`src/rtl/mask_enc_pkg.sv`:
```
// rtl/mask_enc_pkg.sv - shared constants and state type for the 32-to-5 mask encoder
package mask_enc_pkg;

    localparam int N = 32;
    localparam int W = 5;

    // One-hot encoding so that any corrupted value is distinguishable and recovers to IDLE.
    typedef enum logic [1:0] {
        IDLE = 2'b01,
        EMIT = 2'b10
    } state_e;

endpackage

```
`src/rtl/prio_enc32.sv`:
```
// rtl/prio_enc32.sv - combinational 32-bit priority encoder with any-set and single-bit flags
module prio_enc32
    import mask_enc_pkg::*;
#(
    parameter bit LSB_FIRST = 1'b1
) (
    input  logic [N-1:0] vec,
    output logic [W-1:0] idx,
    output logic         any,
    output logic         single
);

    always_comb begin
        idx = '0;
        // Scan toward the priority end so the last hit is the winning bit.
        if (LSB_FIRST) begin
            for (int i = N - 1; i >= 0; i--) begin
                if (vec[i]) idx = W'(i);
            end
        end else begin
            for (int i = 0; i < N; i++) begin
                if (vec[i]) idx = W'(i);
            end
        end
        any    = |vec;
        single = any && ((vec & (vec - N'(1))) == '0);
    end

endmodule

```
`src/rtl/mask_encoder32to5.sv`:
```
// rtl/mask_encoder32to5.sv - accepts a multi-hot mask and emits one index per handshake in priority order
module mask_encoder32to5
    import mask_enc_pkg::*;
#(
    parameter bit LSB_FIRST = 1'b1
) (
    input  logic         clk,
    input  logic         rst,
    input  logic         in_valid,
    output logic         in_ready,
    input  logic [N-1:0] in_mask,
    output logic         out_valid,
    input  logic         out_ready,
    output logic [W-1:0] out_idx,
    output logic         out_last,
    output logic         zero_pulse
);

    state_e       state_q, state_d;
    logic [N-1:0] pending_q, pending_d;
    logic         zero_pulse_q, zero_pulse_d;

    logic [W-1:0] enc_idx;
    logic         enc_any;
    logic         enc_single;

    prio_enc32 #(.LSB_FIRST(LSB_FIRST)) u_prio (
        .vec    (pending_q),
        .idx    (enc_idx),
        .any    (enc_any),
        .single (enc_single)
    );

    always_comb begin
        state_d      = state_q;
        pending_d    = pending_q;
        zero_pulse_d = 1'b0;
        case (state_q)
            IDLE: begin
                if (in_valid) begin
                    if (in_mask != '0) begin
                        pending_d = in_mask;
                        state_d   = EMIT;
                    end else begin
                        zero_pulse_d = 1'b1;
                    end
                end
            end
            EMIT: begin
                if (!enc_any) begin
                    state_d = IDLE;
                end else if (out_ready) begin
                    pending_d = pending_q & ~(N'(1) << enc_idx);
                    if (enc_single) state_d = IDLE;
                end
            end
            default: begin
                state_d   = IDLE;
                pending_d = '0;
            end
        endcase
    end

    always_ff @(posedge clk or posedge rst) begin
        if (rst) begin
            state_q      <= IDLE;
            pending_q    <= '0;
            zero_pulse_q <= 1'b0;
        end else begin
            state_q      <= state_d;
            pending_q    <= pending_d;
            zero_pulse_q <= zero_pulse_d;
        end
    end

    // Outputs depend only on registered state, never directly on input ports.
    always_comb begin
        in_ready   = (state_q == IDLE);
        out_valid  = (state_q == EMIT);
        out_idx    = out_valid ? enc_idx : '0;
        out_last   = out_valid && enc_single;
        zero_pulse = zero_pulse_q;
    end

endmodule

```
`config.mk`:
```
export PLATFORM = sky130hd
export DESIGN_NAME = mask_encoder32to5
export DESIGN_NICKNAME = d
export VERILOG_FILES = /design/src/rtl/mask_enc_pkg.sv /design/src/rtl/prio_enc32.sv /design/src/rtl/mask_encoder32to5.sv
export SDC_FILE = /design/constraint.sdc
export NUM_CORES = 1
export LEC_CHECK = 0
export CELL_PAD_IN_SITES_DETAIL_PLACEMENT = 1
export CELL_PAD_IN_SITES_GLOBAL_PLACEMENT = 2
export CORE_MARGIN = 2
export CORE_UTILIZATION = 35
export DETAILED_ROUTE_END_ITERATION = 10
export GPL_TIMING_DRIVEN = 0
export PLACE_DENSITY = 0.95
export SLEW_MARGIN = 5
export SYNTH_ARGS = -nofsm -noshare
export SYNTH_HDL_FRONTEND = slang
export SYNTH_SLANG_ARGS = --single-unit
```
`constraint.sdc`:
```
create_clock -name clk -period 6.7 [get_ports clk]
set_input_delay 2.01 -clock clk [delete_from_list [all_inputs] [get_ports clk]]
set_output_delay 2.01 -clock clk [all_outputs]
set_load 0.02 [all_outputs]
```
Yosys cells after proc, flatten, opt, wreduce, memory -nomap -nowiden
Cells that the tools add are included.
Word-level totals
  output and inout port bits: 9
  register bits: 35
  word-level logic and storage cells: 70
  input bits: 36
Operators by class
  muxes and demuxes: 47
  add/subtract/negate cells: 1
  equality and inequality tests: 8
  reduce and logical (&&, ||, !) cells: 7
  bitwise operators: 3
  shifts and indexed selects: 1
Operator list (count)
  two-way mux 5 bit: 33
  two-way mux 32 bit: 4
  bitwise AND 32 bit: 2
  case mux 32 bit (2 select lines): 1
  logical NOT 32 bit: 1
  NOT 32 bit: 1
  nonzero test 32 bit: 1
  OR reduction 32 bit: 1
  left shift 1 x 5 -> 32 bit, first input constant: 1
  subtractor 32 x 1 -> 32 bit, second input constant: 1
  two-way mux 2 bit: 5
  AND reduction 4 bit: 2
  inequality test 2 x 1 -> 1 bit, second input constant: 3
  case mux 2 bit (2 select lines): 1
  two-way mux 1 bit: 3
  inequality test 3 x 2 -> 1 bit, second input constant: 1
  inequality test 3 bit, second input constant: 1
  == test 2 x 1 -> 1 bit, second input constant: 1
  == test 2 bit, second input constant: 1
  logical AND 1 bit: 2
  inequality test 2 bit, second input constant: 1

Longest topological paths before layout
  depth after elaboration: 38
  mapped depth: 12
  gate-level depth less buffers: 10

By module
Synthesis repeated with hierarchy kept, for this count alone.
Second synthesis, totals
  cells, all modules: 468
  area total of the unflattened synthesis: 3597.2 µm²
Modules (own cells, without submodules)
  mask_encoder32to5: area each 2882.8 µm², cells each 354, sequential area each 877.1 µm², instances 1
  prio_enc32: area each 714.4 µm², cells each 114, sequential area each 0.0 µm², instances 1

Least setup slack after synthesis
Ideal clock, no wire load.
  kind: register to output
  from: reg pending_q[18]
  to: out out_last
  data required time: 4.690 ns
  path buffers: 1
  cell stages (with the launch flop): 11
  arrival: 3.221 ns
  path slack: 1.469 ns
  cell sequence: dfrtp_1 > clkbuf_1 > nor4_1 > o221ai_2 > a2111oi_2 > a2111oi_4 > nand2b_1 > o21ai_0 > inv_1 > or4_1 > nor4_1
On the way
  longest elaborated chain between the ends: 5
  elaborated cells between the ends (all ways): 6
  classes of those cells: 1 x add/sub; 1 x bitwise; 4 x reduce/logical
RTL lines
  from (decl): RTL line mask_encoder32to5.sv:20  | logic [N-1:0] pending_q, pending_d;
  from (signal assigned): RTL line mask_encoder32to5.sv:71  | pending_q <= pending_d;
  subtractor 32 x 1 -> 32 bit: RTL line prio_enc32.sv:26  | single = any && ((vec & (vec - N'(1))) == '0);
  bitwise AND 32 bit: RTL line prio_enc32.sv:26
  logical NOT 32 bit: RTL line prio_enc32.sv:26
  logical AND 1 bit *: RTL line prio_enc32.sv:26
  logical AND 1 bit *: RTL line mask_encoder32to5.sv:81  | out_last = out_valid && enc_single;
  to (decl): RTL line mask_encoder32to5.sv:15  | output logic out_last,
Mark *: on every way between the ends. The rest lies on a longest branch, timed or not.

Final worst setup path
  from: reg pending_q[14]
  to: out out_last
Same word-level chain as after synthesis.

==> summary.txt <==
status -> finished clean
Tightest Hold Check Type -> reg -> reg
H-tree levels -> 2
hold path cells -> 2
synth warn -> 0
Synth Register Bits -> 35
total negative slack -> 0 ns
routed wl met2 -> 6318 um
Reg-to-Reg Start -> pending_q[14]$_DFFE_PP0P_
Final Hold Fails -> 0
CTS max path bufs -> 2
clock latency at the later pin of the worst-skew pair -> 0.29 ns
iteration count of the initial detailed-routing pass -> 5
# rows -> 34
Post-synth EDFFs -> 0
CTS buffer count -> 5
clk_skew -> 0.005488 ns
Reg2Reg Depth -> 10
1st-iter DRT viols -> 338
vias per cell -> 6.428
layout cells sized above 1 -> 13.09%
DR WL met3 -> 810 um
CTS tree -> yes
critical path class -> reg -> out
Total Wirelength -> 13330 um
first-pass GRT wire length -> 20900 um
Gate Count Post-Synth -> 391
worst endpoint required time -> 4.69 ns
Final GP Congestion -> 0.9625
dpl hpwl -> 10180 um
most common cell after layout, fill and taps aside -> nand2_1
Setup crit start kind -> register
Initial Util -> 35.86%
DRC -> 0
initial antenna violation count -> 0
min cycle time layout -> 6.474 ns
uppermost layer routed -> met4
Synthesized Nets -> 429
Distinct cells, synth -> 70
pin count of the biggest net entering global routing -> 36
synth top area cells -> dfrtp_1 27%, o21ai_0 7.1%, nand2_1 6.9%
RSZ-0062 raised after global routing -> no
remaining global-route overflow -> 0
hold buffer count at CTS -> 0
Post-synth ARST share -> 100.0%
critical path data arrival time -> 4.46 ns
Die X-Extent -> 98.29 um
Top FF cell, synth -> dfrtp_1
fmax -> 154.5 MHz
clk slew on worst S/H paths -> 0.07 ns
# setup viols final -> 0
Seq/Total Area, Yosys -> 28.19%
Worst-Margin Slew -> 0.7970 ns
Core ar. -> 8678 um2
# port buffers -> 44
wire length on met1 -> 5911 um
CP Max Fanout -> 6
Worst Hold Path EP -> state_q[0]$_DFFE_PP1P_
number of max-cap violations -> 0
top-area cell type share of the netlist area -> 27.34%
area of the die -> 9661 um2
Vias -> 3542
GRT Overall Usage -> 27.67%
vias in the first global route -> 3682
cts repair resizes -> 0
Antenna Violating Nets Remaining -> 0
max-slew violation count -> 0
Die Y -> 98.29 um
# nets final -> 480
hold_sp -> state_q[0]$_DFFE_PP1P_
Worst R2R Setup Slack -> 2.77 ns
most frequent cells in the layout -> 57 x nand2_1, 44 x o21ai_0, 44 x clkdlybuf4s50_1
r2r endpoint -> state_q[1]$_DFFE_PP0P_
post-synthesis instance area -> 3112 um2
routed len/inst -> 24.18 um
syn avg cell area -> 7.958 um2
Clock Sinks -> 35
CP Capture Type -> output pin
largest area contributor in the netlist -> dfrtp_1
Post-CTS Setup Bufs -> 0
Final period util -> 96.63%
I/O Pins -> 45
Root Driver -> clkbuf_8
slew margin rel. -> 46.79%
ANT cells -> 0
area grow syn2layout -> 21.71%
==> layout make-up <==
type,instances,area [um2]
buffer,32,247.7
clock buffer,8,100.1
fill,1084,4891
timing repair buffer,44,440.4
sequential,35,877.1
inverter,16,60.06
tap,108,135.1
multi-input combinational,308,1927
==> kinds of logic after synthesis <==
family	synth area share [%]
simple gates	31.08
compound gates	29.71
buf+inv	9.891
flops	28.19
fa+ha+maj	1.126
==> synth_stat cells (all sizes together) (6+ instances only) <==
cell type	instances
a2111oi	6
a21oi	12
a22oi	6
a32oi	19
and2	6
buf	13
clkbuf	19
dfrtp	34
inv	16
nand2	59
nand3	11
nand4	6
nor2	32
nor3	13
nor4	19
o21ai	45
o22ai	7
==> layer usage <==
| metal | track usage [%] | vias up |
|---|---|---|
| met5 | 0 | - |
| met3 | 2.434 | 21 |
| met1 | 38.74 | 1797 |
| met4 | 8.851 | 0 |
| li1 | - | 1562 |
| met2 | 45.21 | 162 |
==> worst max path at each step <==
stage                to  depth (start not counted)                       from  slack, ns
3_5_place_dp   out_last                         11  pending_q[18]$_DFFE_PP0P_       0.62
2_1_floorplan  out_last                         10  pending_q[18]$_DFFE_PP0P_       1.47
6_report       out_last                         10  pending_q[14]$_DFFE_PP0P_       0.23
3_3_place_gp   out_last                         10  pending_q[27]$_DFFE_PP0P_       0.57
4_1_cts        out_last                         11  pending_q[18]$_DFFE_PP0P_       0.29
5_1_grt        out_last                         10  pending_q[12]$_DFFE_PP0P_       0.03
==> through the flow <==
stage	util [%]	area (um2)	hold WS (ns)	std cells	setup WS [ns]
finish	43.64	3787	0.5153	551	0.2255
global route	43.64	3787	0.5659	551	0.03174
CTS	43.64	3787	0.5225	551	0.2896
detailed placement	42.49	3687	0.5140	543	0.6171
global placement	42.49	3687	0.4975	543	0.5691
floorplan	-	3112	0.4736	391	1.469
==> sequential cells by signal, indices dropped and copies added, names as in the netlist <==
signal      count
pending_q      32
state_q         2
zero_pulse      1
==> critical path: stages, from the launching register on <==
cell and delay (ns):
dfrtp_1 0.47, nor4_2 0.54, nand4_2 0.29, nor2_1 0.48, and2_2 0.27, nand2b_1 0.05
o21ai_0 0.27, inv_1 0.09, or4_1 0.53, nor4_1 0.47, clkdlybuf4s50_1 0.69
Power is left out: the tool's default activity adds up to more than one toggle a clock period on the data nets, which glitch-free logic cannot reach.
